<file path="src/rtl/wf_issue_arb_8.sv">
// wf_issue_arb_8: 8-slot round-robin issue arbiter with a registered grant.
// A grant is offered until the downstream stage accepts it. On accept, the next
// grant is picked in the same cycle, so back-to-back grants have no bubble.
module wf_issue_arb_8 #(
    parameter logic [2:0] PTR_INIT = 3'd0
) (
    input  logic       clk,
    input  logic       rst,
    input  logic [7:0] request,
    input  logic       out_ready,
    output logic       out_valid,
    output logic [2:0] out_sel,
    output logic       busy
);

    typedef enum logic [0:0] {
        ST_IDLE  = 1'b0,
        ST_OFFER = 1'b1
    } state_t;

    state_t     r_state;
    logic [2:0] r_ptr;
    logic [2:0] r_sel;
    logic       r_valid;

    state_t     w_next_state;
    logic [2:0] w_next_ptr;
    logic [2:0] w_next_sel;
    logic       w_accept;
    logic [7:0] w_elig;
    logic [2:0] w_start;
    logic [3:0] w_pick;

    // Round-robin search: first set bit of vec, scanning start, start+1, ... (mod 8).
    // Result bit 3 flags that a bit was found; bits 2:0 hold its index.
    function automatic logic [3:0] rr_pick(input logic [7:0] vec, input logic [2:0] start);
        logic [3:0] res;
        logic [2:0] idx;
        res = 4'b0000;
        // Walk from the farthest offset down so the nearest hit is written last.
        for (int k = 7; k >= 0; k--) begin
            idx = start + k[2:0];
            if (vec[idx]) begin
                res = {1'b1, idx};
            end
        end
        return res;
    endfunction

    // Select the vector to arbitrate over and where the search starts.
    always_comb begin
        w_accept = 1'b0;
        w_elig   = 8'h00;
        w_start  = r_ptr;
        case (r_state)
            ST_IDLE: begin
                w_elig  = request;
                w_start = r_ptr;
            end
            ST_OFFER: begin
                if (out_ready) begin
                    // The slot just accepted is excluded so the next grant moves on.
                    w_accept = 1'b1;
                    w_elig   = request & ~(8'h01 << r_sel);
                    w_start  = r_sel + 3'd1;
                end else begin
                    w_accept = 1'b0;
                    w_elig   = 8'h00;
                    w_start  = r_ptr;
                end
            end
            default: begin
                w_accept = 1'b0;
                w_elig   = 8'h00;
                w_start  = r_ptr;
            end
        endcase
    end

    assign w_pick = rr_pick(w_elig, w_start);

    // Next-state, next-grant and pointer update.
    always_comb begin
        w_next_state = r_state;
        w_next_sel   = r_sel;
        w_next_ptr   = r_ptr;
        case (r_state)
            ST_IDLE: begin
                if (w_pick[3]) begin
                    w_next_state = ST_OFFER;
                    w_next_sel   = w_pick[2:0];
                end else begin
                    w_next_state = ST_IDLE;
                    w_next_sel   = r_sel;
                end
            end
            ST_OFFER: begin
                if (w_accept) begin
                    w_next_ptr = r_sel + 3'd1;
                    if (w_pick[3]) begin
                        w_next_state = ST_OFFER;
                        w_next_sel   = w_pick[2:0];
                    end else begin
                        w_next_state = ST_IDLE;
                        w_next_sel   = r_sel;
                    end
                end else begin
                    // A held grant is never retracted, whatever request does.
                    w_next_state = ST_OFFER;
                    w_next_sel   = r_sel;
                    w_next_ptr   = r_ptr;
                end
            end
            default: begin
                w_next_state = ST_IDLE;
                w_next_sel   = r_sel;
                w_next_ptr   = r_ptr;
            end
        endcase
    end

    // State registers; a reset drops any held grant without advancing the pointer.
    always_ff @(posedge clk) begin
        if (!rst) begin
            r_state <= ST_IDLE;
            r_sel   <= 3'd0;
            r_ptr   <= PTR_INIT;
            r_valid <= 1'b0;
        end else begin
            r_state <= w_next_state;
            r_sel   <= w_next_sel;
            r_ptr   <= w_next_ptr;
            r_valid <= (w_next_state == ST_OFFER);
        end
    end

    assign out_valid = r_valid;
    assign busy      = r_valid;
    assign out_sel   = r_sel;

endmodule

</file>
<file path="config.mk">
export PLATFORM = sky130hd
export DESIGN_NAME = wf_issue_arb_8
export DESIGN_NICKNAME = d
export VERILOG_FILES = /design/src/rtl/wf_issue_arb_8.sv
export SDC_FILE = /design/constraint.sdc
export NUM_CORES = 1
export LEC_CHECK = 0
export ABC_AREA = 1
export BUFFER_PORTS_ARGS = -buffer_cell sky130_fd_sc_hd__buf_2
export CAP_MARGIN = 20
export CORE_MARGIN = 1.5
export CORE_UTILIZATION = 57
export DETAILED_ROUTE_END_ITERATION = 8
export GPL_TIMING_DRIVEN = 0
export PLACE_DENSITY = 0.79
export RECOVER_POWER = 50
export SETUP_SLACK_MARGIN = 0.1
export SYNTH_ARGS = -nofsm -noshare
export SYNTH_HDL_FRONTEND = slang
export SYNTH_SLANG_ARGS = --single-unit
</file>
<file path="constraint.sdc">
create_clock -name clk -period 3 [get_ports clk]
set_clock_uncertainty 0.1 [all_clocks]
set_input_delay 0.45 -clock clk [delete_from_list [all_inputs] [get_ports clk]]
set_output_delay 0.45 -clock clk [all_outputs]
set_load 0.005 [all_outputs]
</file>
Word level (Yosys, flattened, before mapping):

Cells that the tools add are included.

* reductions and logical operators: 1
* equal/unequal tests: 1
* bitwise logic cells: 3
* shifts and indexed selects: 1
* $add $sub $neg: 8
* order comparisons: 8
* mux-type cells: 36

Operator list (number)
* $lt A3 B4 Y1 const B: 8
* $mux W4: 8
* $bmux W1 S3: 8
* $pmux W8 S2: 1
* $add A3 B3 Y3 const B: 4
* $mux W1: 12
* $pmux W3 S2: 2
* $mux W3: 3
* $and A8 B8 Y8: 1
* $mux W8: 1
* $not A8 Y8: 1
* $shl A1 B3 Y8 const A: 1
* $add A3 B1 Y3 const B: 2
* $add A3 B2 Y3 const B: 2
* $ne A2 B1 Y1 const B: 1
* $pmux W1 S2: 1
* $reduce_and A2 Y1: 1
* $not A1 Y1: 1

* register bits after elaboration: 7
* word-level logic and storage cells: 61

Depth between registers and ports, before layout:

Gate-level depths: netlist of run 1.

* depth after elaboration: 18
* gate-level depth with buffers: 20
* depth with buffers taken out: 19

Worst setup path after synthesis of run 1:

Ideal clock, no wire load.

* path kind: flip-flop to flip-flop
* start point: reg r_sel[0] (netlist: out_sel[0])
* end point: reg r_sel[0] (netlist: out_sel[0])
* path slack: 0.307 ns
* period minus slack after synthesis: 2.693 ns
* arrival: 2.476 ns
* setup time: 0.117 ns
* stages on the path, launching flop included: 16
* data required time: 2.783 ns
* cells stage by stage: dfxtp_1 -> inv_1 -> ha_1 -> o21ai_2 -> buf_4 -> ha_1 -> buf_2 -> inv_1 -> nand3_2 -> and2_4 -> nand2_4 -> nand2_4 -> nor3_4 -> nand4_2 -> o21ai_0 -> nor2_1

* longest elaborated chain between the ends: 18

Ends and longest elaborated chain
* from (decl): RTL line 23 `logic [2:0] r_sel;`
* from (signal assigned): RTL line 131 `r_sel <= w_next_sel;`
* branches (longest 15 deep; another with $add A3 B1 Y3)
* $mux W3 (*): RTL line 89, 100
* $mux W3: RTL line 98 `if (w_accept) begin`
* $pmux W3 S2 (*): RTL line 87 `case (r_state)`

Mark *: on every way between the ends. The select of a mux whose other input is x is not followed.
A chain may end at the register's enable or synchronous reset.

Worst setup path in the final report of run 1:

* start point: reg r_sel[0] (netlist: out_sel[0])
* end point: reg r_sel[1] (netlist: out_sel[1])

* longest elaborated chain between the ends: 18

Ends and longest elaborated chain
* branches (longest 14 deep; another with $add A3 B1 Y3)
* $mux W4 (*): RTL line 43 `if (vec[idx]) begin`
* $mux W3 (*): RTL line 89, 100
* $mux W3: RTL line 98
* $pmux W3 S2 (*): RTL line 87

Marked as above.

==> results of run 1 <==
[cell families (layout without fill, tap and decap cells)]
logic type,Yosys count,after routing,synth area share
buffers and inverters,35,58,0.133
and+or+nand+nor,137,137,0.562
AOI/OAI and AO/OA,17,17,0.0913
adders and majority gates,8,8,0.0859
DFF,7,7,0.120
xor gates and xnor gates,1,1,0.00752
[stage by stage]
stage	instance area, sq um	utilization
2_1_floorplan	1160	-
3_3_place_gp	1270	0.656
3_5_place_dp	1270	0.656
4_1_cts	1310	0.672
5_1_grt	1370	0.706
6_report	1370	0.706
[layer usage]
metal | vias to the layer above | share of wire | track usage
li1 | 702 | - | -
met1 | 585 | 0.45 | 0.374
met2 | 57 | 0.47 | 0.450
met3 | 5 | 0.072 | 0.0222
met4 | 0 | 0.0090 | 0.0649
met5 | - | 0 | 0
[final cells by class]
type / instances / share of cell area
multi-input combinational: 163 / 0.654
sequential: 7 / 0.106
inverter: 30 / 0.0840
timing repair buffer: 19 / 0.0767
buffer: 5 / 0.0356
tap: 27 / 0.0247
clock buffer: 4 / 0.0192
[timing repair]
action,4_1_cts,5_1_grt
setup endpoints to repair,4,4
gates resized for setup,3,15
endpoints found under the hold margin,0,0
buffers inserted,0,4
cloned,0,0
hold buffers,0,0
pin swaps,0,4
[power groups by stage]
stage	Combinational, mW	Sequential (mW)	Clock (mW)
floorplan	0.616	0.142	0
global placement	0.745	0.147	0
detailed placement	0.765	0.149	0
CTS	0.773	0.148	0.0897
global route	0.943	0.154	0.0928
finish	0.837	0.151	0.0872
[state kept, by name, indices dropped and copies added, names as in the netlist]
name / flops
out_sel: 3
r_ptr: 3
busy: 1
[final timing paths]
path / from / end / cells past startpoint
worst min register to register: out_sel[1] / out_sel[1] / 2
worst min-delay path: rst / busy / 3
worst max register to register: out_sel[0] / out_sel[1] / 17
worst max-delay path: out_sel[0] / out_sel[1] / 17
[cell usage after synthesis, types with 3 or more instances]
master   instances  share of area
nand3_1         47           0.20
o21ai_0          3          0.013
inv_1           26          0.084
nor2_1          15          0.048
a21oi_1         10          0.043
ha_1             8          0.086
dfxtp_1          7           0.12
nand2_1         61           0.20
nand2_4          4          0.039
nand2_2          4          0.021
[worst max-delay path, cell delays in order (launching register included)]
cell	delay, ns
dfxtp_4	0.37
inv_1	0.07
ha_1	0.31
o21ai_2	0.16
buf_6	0.13
ha_1	0.22
buf_4	0.17
inv_4	0.09
nand3_2	0.09
nand3_2	0.10
nand2_2	0.08
inv_2	0.06
nand2_1	0.08
nor3_4	0.24
nand4_4	0.15
inv_2	0.09
nand2_1	0.06
a21oi_2	0.12
==> key figures, run 1 <==
Run status
  – Status: finished, final reports clean

Synth
  – Seq/Total Area, Yosys: 0.120
  – Post-synth ARST share: 0
  – Post-Syn Nets: 224
  – Number of synthesized flops with an enable pin: 0
  – Mapped Cells: 205
  – Primary FF master, synth: dfxtp_1
  – Mapped Area: 1160 sq um
  – Register bit total from synthesis: 7
  – Post-synth cell types: 25
  – Syn avg cell area: 5.68 sq um
  – Yosys warning count: 0

Setup path
  – CP required: 3.09 ns
  – Critical path peak fanout: 8
  – R2r setup slk: 0.23 ns
  – Arrival @ worst endpoint: roughly 2.9 ns
  – Worst setup SP type: register
  – Critical Path Sink Type: register
  – Setup CP Type: reg2reg

Floorplan
  – IO Pins: 16
  – Die Area: between 2000 and 2500 sq um
  – # rows: 16
  – Initial Utilization: 0.600
  – Die height: 48.2 um
  – Die extent in x: 48.2 um
  – CORE AREA: 1940 sq um

Power
  – Switching share of total power: 0.555
  – Sw Pwr: just under 0.6 mW
  – Worst VDD drop: 0.531 mV
  – Combinational power share: 0.778
  – Clock power share: 0.081
  – Total power: ~1.1 mW
  – Flop pwr share: 0.141
  – P_leak: 0.789 nW
  – Int Power: 0.479 mW
  – Power Density: 785 nW/um^2

Timing
  – Final Max Tran Viols: 0
  – Total Neg Setup Slack: 0 ns
  – Final Critical Period: around 2.8 ns
  – Slew @ Worst Pin: between 0.3 and 0.4 ns
  – Final setup violation count: 0
  – Highest clock rate: 361 MHz
  – Final hold vios: 0
  – Final worst-path cycle share: 0.924
  – Rel. slew slack: 0.790
  – RSZ-0062 raised after global routing: no
  – Final worst setup slack: around 0.23 ns
  – Worst hold margin: 0.333 ns

Drt
  – Avg Vias per Cell: 5.29
  – Antenna Nets Post-Route: 0
  – Total number of vias: 1349
  – Drt first-iter violations: 64
  – DRC: 0
  – Routed wire per std cell: between 10 and 15 um
  – Total wire length: between 2000 and 3000 um
  – Drt first pass iters: 4

Layout
  – Layout Cells excl Fill: 255
  – Share of layout cells above drive strength 1: 0.237
  – Synth-to-Final Area Change: 17.6%
  – Most common cell after layout, fill and taps aside: nand2_1
  – Reg area: 145 sq um
  – Fillcell total: about 190
  – Multi-input gate area: between 800 and 900 sq um
  – Diode count: 0
  – Commonest non-fill, non-tap cells in the layout: 60 x nand2_1, 44 x nand3_1, 25 x inv_1
  – Fin nets: 248

Global route
  – Global-route wire length before repair: 4460 um
  – Vias in the first global route: 1082
  – Antenna violations before repair: 0
  – Pin count of the biggest net entering global routing: 11
  – GRT overflow: 0
  – GRT Util Overall: 0.269

Placed design
  – Dpl hpwl: around 2400 um
  – Pre-CTS setup slack: -0.0535 ns
  – IO Port Bufs: 15
  – Gp weighted congestion: 0.857
  – Cell count after placement: 247

CTS
  – CTS buffer count: 3
  – CTS Buffer Depth: 2
  – Root Driver: clkbuf_4
  – Clock Sinks: 7
  – Clk_lat worst skew: 0.26 ns
  – CTS tree: built
  – H-Tree Level Count: 1
  – Clock-pin slew on the worst setup and hold paths: 0.05 ns

Worst hold path
  – HP Class: in2reg

Flow run
  – Maxcap violations: 0
(Power assumes the default switching activity.)
==> run 2: changes to the inputs <==
ABC_AREA = not set   (was 1)
BUFFER_PORTS_ARGS = not set   (was -buffer_cell sky130_fd_sc_hd__buf_2)
DONT_BUFFER_PORTS = 1   (was not set)
PLACE_DENSITY = 0.72   (was 0.79)
==> key figures, run 2 <==
CTS
  – H-Tree Level Count: 1 (unchanged)
  – CTS buffer count: 3 (unchanged)
  – Clock Sinks: 7 (unchanged)
  – CTS Buffer Depth: 2 (unchanged)
  – Clk_lat worst skew: 0.26 ns (about the same)
  – Root Driver: clkbuf_4 (unchanged)
  – CTS tree: built (unchanged)
  – Clock-pin slew on the worst setup and hold paths: 0.05 ns (about the same)
  – Hold buffer count at cts: 0 (unchanged)

Timing
  – RSZ-0062 raised after global routing: yes (was no)
  – Slew @ Worst Pin: 0.540 ns (was 0.313 ns)
  – Highest clock rate: 342 MHz (was 361 MHz)
  – Rel. slew slack: 0.630 (was 0.790)
  – Final worst setup slack: 0.0795 ns (was 0.229 ns)
  – Final Critical Period: 2.92 ns (was 2.77 ns)
  – Final worst-path cycle share: 0.974 (was 0.924)
  – Final Max Tran Viols: 0 (unchanged)
  – Worst hold margin: 0.452 ns (was 0.333 ns)
  – Final hold vios: 0 (unchanged)
  – Final setup violation count: 0 (unchanged)
  – Total Neg Setup Slack: 0 ns (unchanged)

Placed design
  – Gp weighted congestion: 0.907 (was 0.857)
  – Cell count after placement: 205 (was 247)
  – Dpl hpwl: 2920 um (was 2350 um)
  – IO Port Bufs: 0 (was 15)
  – Area of placed instances: 1450 sq um (was 1270 sq um)
  – Pre-CTS setup slack: -0.236 ns (was -0.0535 ns)

Layout
  – Final std cell area, no fill: 1770 sq um (was 1370 sq um)
  – Fillcell total: 151 (was 185)
  – Fin util: 0.799 (was 0.706)
  – Commonest non-fill, non-tap cells in the layout: 16 x nor2_1, 15 x nand2_1, 14 x buf_4 (was 60 x nand2_1, 44 x nand3_1, 25 x inv_1)
  – Share of layout cells above drive strength 1: 0.326 (was 0.237)
  – Fin nets: 213 (was 248)
  – Synth-to-Final Area Change: 33.1% (was 17.6%)
  – Most common cell after layout, fill and taps aside: nor2_1 (was nand2_1)
  – Layout Cells excl Fill: 221 (was 255)
  – Diode count: 0 (unchanged)

Worst hold path
  – WHS Path Cells: 2 (was 3)
  – HP Class: in2reg (unchanged)
  – Hold EP: out_sel[0] (was busy)
  – Worst hold start: rst (unchanged)

Floorplan
  – Initial Utilization: 0.600 (about the same)
  – IO Pins: 16 (unchanged)
  – # rows: 17 (was 16)
  – Die extent in x: 51.3 um (was 48.2 um)
  – CORE AREA: 2210 sq um (was 1940 sq um)
  – Die Area: 2630 sq um (was 2320 sq um)
  – Die height: 51.3 um (was 48.2 um)

Setup path
  – Arrival @ worst endpoint: 2.95 ns (was 2.86 ns)
  – Setup CP Type: reg2reg (unchanged)
  – RR Endpoint: out_sel[1] (unchanged)
  – Cells on worst reg2reg path: 11 (was 17)
  – Critical path peak fanout: 7 (was 8)
  – Reg-to-reg critical path startpoint: out_sel[0] (unchanged)
  – Critical Path Sink Type: register (unchanged)
  – Worst setup SP type: register (unchanged)
  – CP required: 3.03 ns (was 3.09 ns)
  – R2r setup slk: 0.08 ns (was 0.23 ns)

Synth
  – Syn avg cell area: 7.50 sq um (was 5.68 sq um)
  – Post-Syn Nets: 196 (was 224)
  – Largest cells by area after synthesis: dfxtp_1 11%, ha_1 7.5%, mux2i_1 6.8%, nor2_1 4.5%, nand2_1 4.2% (was nand3_1 20%, nand2_1 20%, dfxtp_1 12%, ha_1 8.6%, inv_1 8.4%)
  – Share of the synthesized area in the top cell type: 0.106 (was 0.202)
  – Leading area contributor after synthesis: dfxtp_1 (was nand3_1)
  – Seq/Total Area, Yosys: 0.106 (was 0.120)
  – Post-synth cell types: 52 (was 25)
  – Register bit total from synthesis: 7 (unchanged)
  – Yosys warning count: 0 (unchanged)
  – Most common cell in the netlist: nor2_1 (was nand2_1)
  – Post-synth ARST share: 0 (unchanged)
  – Primary FF master, synth: dfxtp_1 (unchanged)
  – Mapped Cells: 177 (was 205)
  – Mapped Area: 1330 sq um (was 1160 sq um)
  – Most common library cells after synthesis: 16 x nor2_1, 15 x nand2_1, 10 x o21ai_0 (was 61 x nand2_1, 47 x nand3_1, 26 x inv_1)
  – Number of synthesized flops with an enable pin: 0 (unchanged)

Run status
  – Status: finished, final reports clean (unchanged)

Drt
  – Drt first-iter violations: 100 (was 64)
  – DRC: 0 (unchanged)
  – Avg Vias per Cell: 7.05 (was 5.29)
  – Total number of vias: 1557 (was 1349)
  – Routed wire per std cell: 19.1 um (was 11.7 um)
  – Antenna Nets Post-Route: 0 (unchanged)
  – Met3 Wirelength: 474 um (was 214 um)
  – Total wire length: 4210 um (was 2990 um)
  – Drt first pass iters: 5 (was 4)
  – Top Layer Used: met4 (unchanged)
  – Met2 wire length: 1950 um (was 1410 um)
  – M1 WL: 1730 um (was 1340 um)

Power
  – Flop pwr share: 0.112 (was 0.141)
  – Worst VDD drop: 0.741 mV (was 0.531 mV)
  – Sw Pwr: 0.776 mW (was 0.597 mW)
  – Int Power: 0.794 mW (was 0.479 mW)
  – Total power: 1.57 mW (was 1.08 mW)
  – Combinational power share: 0.832 (was 0.778)
  – Switching share of total power: 0.494 (was 0.555)
  – Clock power share: 0.057 (was 0.081)
  – Power Density: 889 nW/um^2 (was 785 nW/um^2)
  – P_leak: 0.635 nW (was 0.789 nW)

Global route
  – GRT Util Overall: 0.337 (was 0.269)
  – Global-route wire length before repair: 6770 um (was 4460 um)
  – Antenna violations before repair: 0 (unchanged)
  – GRT overflow: 0 (unchanged)
  – Pin count of the biggest net entering global routing: 12 (was 11)
  – Vias in the first global route: 1426 (was 1082)

Flow run
  – Maxcap violations: 0 (unchanged)
## run 2: cell count changes after synthesis, sizes merged, moves of 5 or more
| cell | previous run | this run |
|---|---|---|
| nand2b | 0 | 5 |
| mux2i | 0 | 10 |
| inv | 28 | 8 |
| nand3 | 49 | 4 |
| o21ai | 5 | 15 |
| nor2b | 0 | 5 |
| o211ai | 0 | 7 |
| clkbuf | 0 | 5 |
| nand2 | 69 | 16 |
| a21oi | 11 | 6 |
| o221ai | 0 | 6 |
## run 2: area by class of cell
class,count,area [sq um],area share
multi-input combinational,151,1340,0.759
sequential,7,150,0.0850
timing repair buffer,13,97.6,0.0552
buffer,9,75.1,0.0425
inverter,9,41.3,0.0234
tap,28,35.0,0.0198
clock buffer,3,22.5,0.0127
clock inverter,1,5.00,0.00283
## run 2: worst max path at each step
stage                           from         end  slack, ns  depth (start not counted)
after CTS                 out_sel[0]  out_sel[1]      -0.02                         11
after global routing      out_sel[0]  out_sel[1]      -0.02                         11
final                     out_sel[0]  out_sel[1]       0.08                         11
after floorplan            out_ready  out_sel[1]       0.10                         11
after global placement    out_sel[0]  out_sel[1]      -0.20                         11
after detailed placement  out_sel[2]  out_sel[0]      -0.24                          9
## run 2: metal layers
layer | track usage | vias to the layer above
met5 | 0 | -
met4 | 0.0877 | 0
met3 | 0.0292 | 8
met2 | 0.526 | 109
met1 | 0.496 | 713
li1 | - | 727
## run 2: critical path, cell delays in order, from the launching register on
cell	delay, ns
dfxtp_4	0.39
inv_4	0.07
buf_4	0.11
ha_1	0.21
nor2b_2	0.25
a2bb2oi_4	0.21
mux2i_4	0.12
mux4_2	0.51
nand2b_4	0.15
a41o_1	0.25
a2111oi_4	0.29
o21ai_1	0.12
## run 2: power by group through the flow
| stage | sequential, mW | combinational (mW) | clock [mW] |
|---|---|---|---|
| 2_1_floorplan | 0.157 | 0.810 | 0 |
| 4_1_cts | 0.170 | 1.19 | 0.0892 |
| 3_5_place_dp | 0.168 | 0.982 | 0 |
| 5_1_grt | 0.178 | 1.41 | 0.0950 |
| 3_3_place_gp | 0.167 | 0.966 | 0 |
| 6_report | 0.175 | 1.31 | 0.0889 |
## run 2: what timing repair did
action / CTS / global route
setup endpoints to repair: 3 / 3
pin swaps: 6 / 8
resized for setup: 21 / 19
buffers inserted: 10 / 3
## run 2: kinds of logic (layout without fill, tap and decap cells)
family	Yosys count	count (layout)	share of synthesized area
AO/OA/AOI/OAI	73	73	0.413
AND/OR/NAND/NOR	55	55	0.198
buffers and inverters	19	35	0.0707
multiplexers	12	12	0.112
adder cells (fa/ha/maj)	8	8	0.0754
flip-flops	7	7	0.106
XOR/XNOR	3	3	0.0255
==> run 3: changes to the inputs <==
--- a/config.mk
+++ b/config.mk
@@ -7,5 +7,4 @@
 export LEC_CHECK = 0
 export CAP_MARGIN = 20
-export CORE_MARGIN = 1.5
 export CORE_UTILIZATION = 57
 export DETAILED_ROUTE_END_ITERATION = 8
==> constraint.sdc (replaced) <==
create_clock -name clk -period 3 [get_ports clk]
set_clock_uncertainty 0.1 [all_clocks]
set_input_delay 0.45 -clock clk [delete_from_list [all_inputs] [get_ports clk]]
set_output_delay 0.45 -clock clk [all_outputs]
set_load 0.05 [all_outputs]
==> key figures, run 3 (synthesized netlist as in run 2, its figures left out) <==
CTS
  – CTS Buffer Depth: 2 (unchanged)
  – Root Driver: clkbuf_4 (unchanged)
  – Clock Sinks: 7 (unchanged)
  – Clock-pin slew on the worst setup and hold paths: 0.05 ns (about the same)
  – CTS tree: built (unchanged)
  – H-Tree Level Count: 1 (unchanged)
  – Clk_lat worst skew: 0.25 ns (was 0.26 ns)
  – CTS buffer count: 3 (unchanged)
  – Hold buffer count at cts: 0 (unchanged)

Layout
  – Diode count: 0 (unchanged)
  – Share of layout cells above drive strength 1: 0.277 (was 0.326)
  – Synth-to-Final Area Change: 31.0% (was 33.1%)
  – Reg area: 155 sq um (was 150 sq um)
  – Fin util: 0.786 (was 0.799)
  – Multi-input gate area: 1310 sq um (was 1340 sq um)
  – Most common cell after layout, fill and taps aside: nor2_1 (unchanged)
  – Commonest non-fill, non-tap cells in the layout: 16 x nor2_1, 15 x nand2_1, 11 x buf_4 (was 16 x nor2_1, 15 x nand2_1, 14 x buf_4)
  – Final std cell area, no fill: 1740 sq um (was 1770 sq um)
  – Fillcell total: 148 (was 151)
  – Fin nets: 211 (was 213)

Power
  – Power Density: 926 nW/um^2 (was 889 nW/um^2)
  – Worst VDD drop: 0.800 mV (was 0.741 mV)
  – P_leak: 0.633 nW (was 0.635 nW)

Setup path
  – Critical Path Sink Type: register (unchanged)
  – Worst setup SP type: register (unchanged)
  – Arrival @ worst endpoint: 3.09 ns (was 2.95 ns)
  – Reg-to-reg critical path startpoint: out_sel[0] (unchanged)
  – CP required: 3.03 ns (about the same)
  – Cells on worst reg2reg path: 11 (unchanged)
  – RR Endpoint: out_sel[1] (unchanged)
  – R2r setup slk: -0.06 ns (was 0.08 ns)
  – Setup CP Type: reg2reg (unchanged)
  – Critical path peak fanout: 8 (was 7)

Drt
  – Drt first pass iters: 5 (unchanged)
  – DRC: 0 (unchanged)
  – Total number of vias: 1581 (was 1557)
  – Avg Vias per Cell: 7.22 (was 7.05)
  – Antenna Nets Post-Route: 0 (unchanged)
  – Routed wire per std cell: 19.4 um (was 19.1 um)
  – Total wire length: 4260 um (was 4210 um)
  – Drt first-iter violations: 113 (was 100)

Timing
  – Final setup violation count: 1 (was 0)
  – Total Neg Setup Slack: -0.0608 ns (was 0 ns)
  – Rel. slew slack: 0.605 (was 0.630)
  – Final worst setup slack: -0.0608 ns (was 0.0795 ns)
  – Final hold vios: 0 (unchanged)
  – Highest clock rate: 327 MHz (was 342 MHz)
  – Final worst-path cycle share: 1.02 (was 0.974)
  – Final Critical Period: 3.06 ns (was 2.92 ns)
  – Final Max Tran Viols: 0 (unchanged)
  – RSZ-0062 raised after global routing: yes (unchanged)
  – Slew @ Worst Pin: 0.593 ns (was 0.540 ns)

Global route
  – Global-route wire length before repair: 6380 um (was 6770 um)
  – Pin count of the biggest net entering global routing: 12 (unchanged)
  – Vias in the first global route: 1328 (was 1426)
  – Antenna violations before repair: 0 (unchanged)
  – GRT Util Overall: 0.337 (about the same)
  – GRT overflow: 0 (unchanged)

Floorplan
  – # rows: 17 (unchanged)
  – CORE AREA: 2210 sq um (unchanged)
  – Die height: 50.3 um (was 51.3 um)
  – Initial Utilization: 0.600 (unchanged)
  – Die extent in x: 50.3 um (was 51.3 um)
  – IO Pins: 16 (unchanged)
  – Die Area: 2530 sq um (was 2630 sq um)

Run status
  – Status: finished, violations left (was finished, final reports clean)
  – Failing checks: negative setup slack

Placed design
  – Dpl hpwl: 3000 um (was 2920 um)
  – Gp weighted congestion: 0.898 (was 0.907)
  – Area of placed instances: 1490 sq um (was 1450 sq um)
  – IO Port Bufs: 0 (unchanged)

Worst hold path
  – WHS Path Cells: 2 (unchanged)
  – HP Class: in2reg (unchanged)
  – Hold EP: out_sel[0] (unchanged)
  – Worst hold start: rst (unchanged)

Flow run
  – Maxcap violations: 0 (unchanged)
run 3: through the flow:
stage / instances / total power, mW / worst slack (ns) / hold WS (ns)
floorplan: 177 / 1.06 / 0.114 / 0.564
global placement: 205 / 1.22 / -0.180 / 0.627
detailed placement: 205 / 1.25 / -0.212 / 0.629
CTS: 217 / 1.50 / -0.0805 / 0.467
global route: 219 / 1.70 / -0.116 / 0.486
finish: 219 / 1.61 / -0.0608 / 0.472
run 3: how the worst max path moves through the flow:
stage                            end  depth (start not counted)  slack (ns)       start
final                     out_sel[1]                         11       -0.06  out_sel[0]
after global routing      out_sel[1]                         11       -0.12  out_sel[0]
after CTS                 out_sel[1]                         11       -0.08  out_sel[0]
after detailed placement  out_sel[1]                         11       -0.21  out_sel[0]
after global placement    out_sel[1]                         11       -0.18  out_sel[0]
after floorplan           out_sel[0]                         11        0.11  out_sel[0]
run 3: layer usage:
layer | track usage | vias up | share of wire
met5 | 0 | - | 0
met4 | 0.124 | 0 | 0.024
met3 | 0.0455 | 15 | 0.098
met2 | 0.531 | 114 | 0.46
met1 | 0.464 | 732 | 0.41
li1 | - | 720 | -
run 3: cell type report:
class / instances / area share
inverter: 9 / 0.0252
buffer: 10 / 0.0518
sequential: 7 / 0.0892
multi-input combinational: 151 / 0.755
timing repair buffer: 10 / 0.0439
clock buffer: 4 / 0.0151
tap: 28 / 0.0201
run 3: critical path, cell delays in order, from the launching register on:
cell	delay, ns
dfxtp_4	0.51
inv_4	0.07
ha_4	0.28
mux2i_4	0.08
clkbuf_8	0.16
ha_4	0.26
buf_8	0.11
mux4_2	0.53
nand2b_4	0.16
a41o_1	0.26
a2111oi_4	0.30
o21ai_1	0.11
run 3: power breakdown:
part	internal [mW]	total (mW)	switching, mW
sequential	0.128	0.236	0.109
clock	0.0506	0.0833	0.0327
combinational	0.599	1.29	0.693
run 3: repair_timing:
item	4_1_cts	5_1_grt
pin swaps	3	2
endpoints found under the setup margin	2	3
setup buffers	8	2
gates resized for setup	14	10
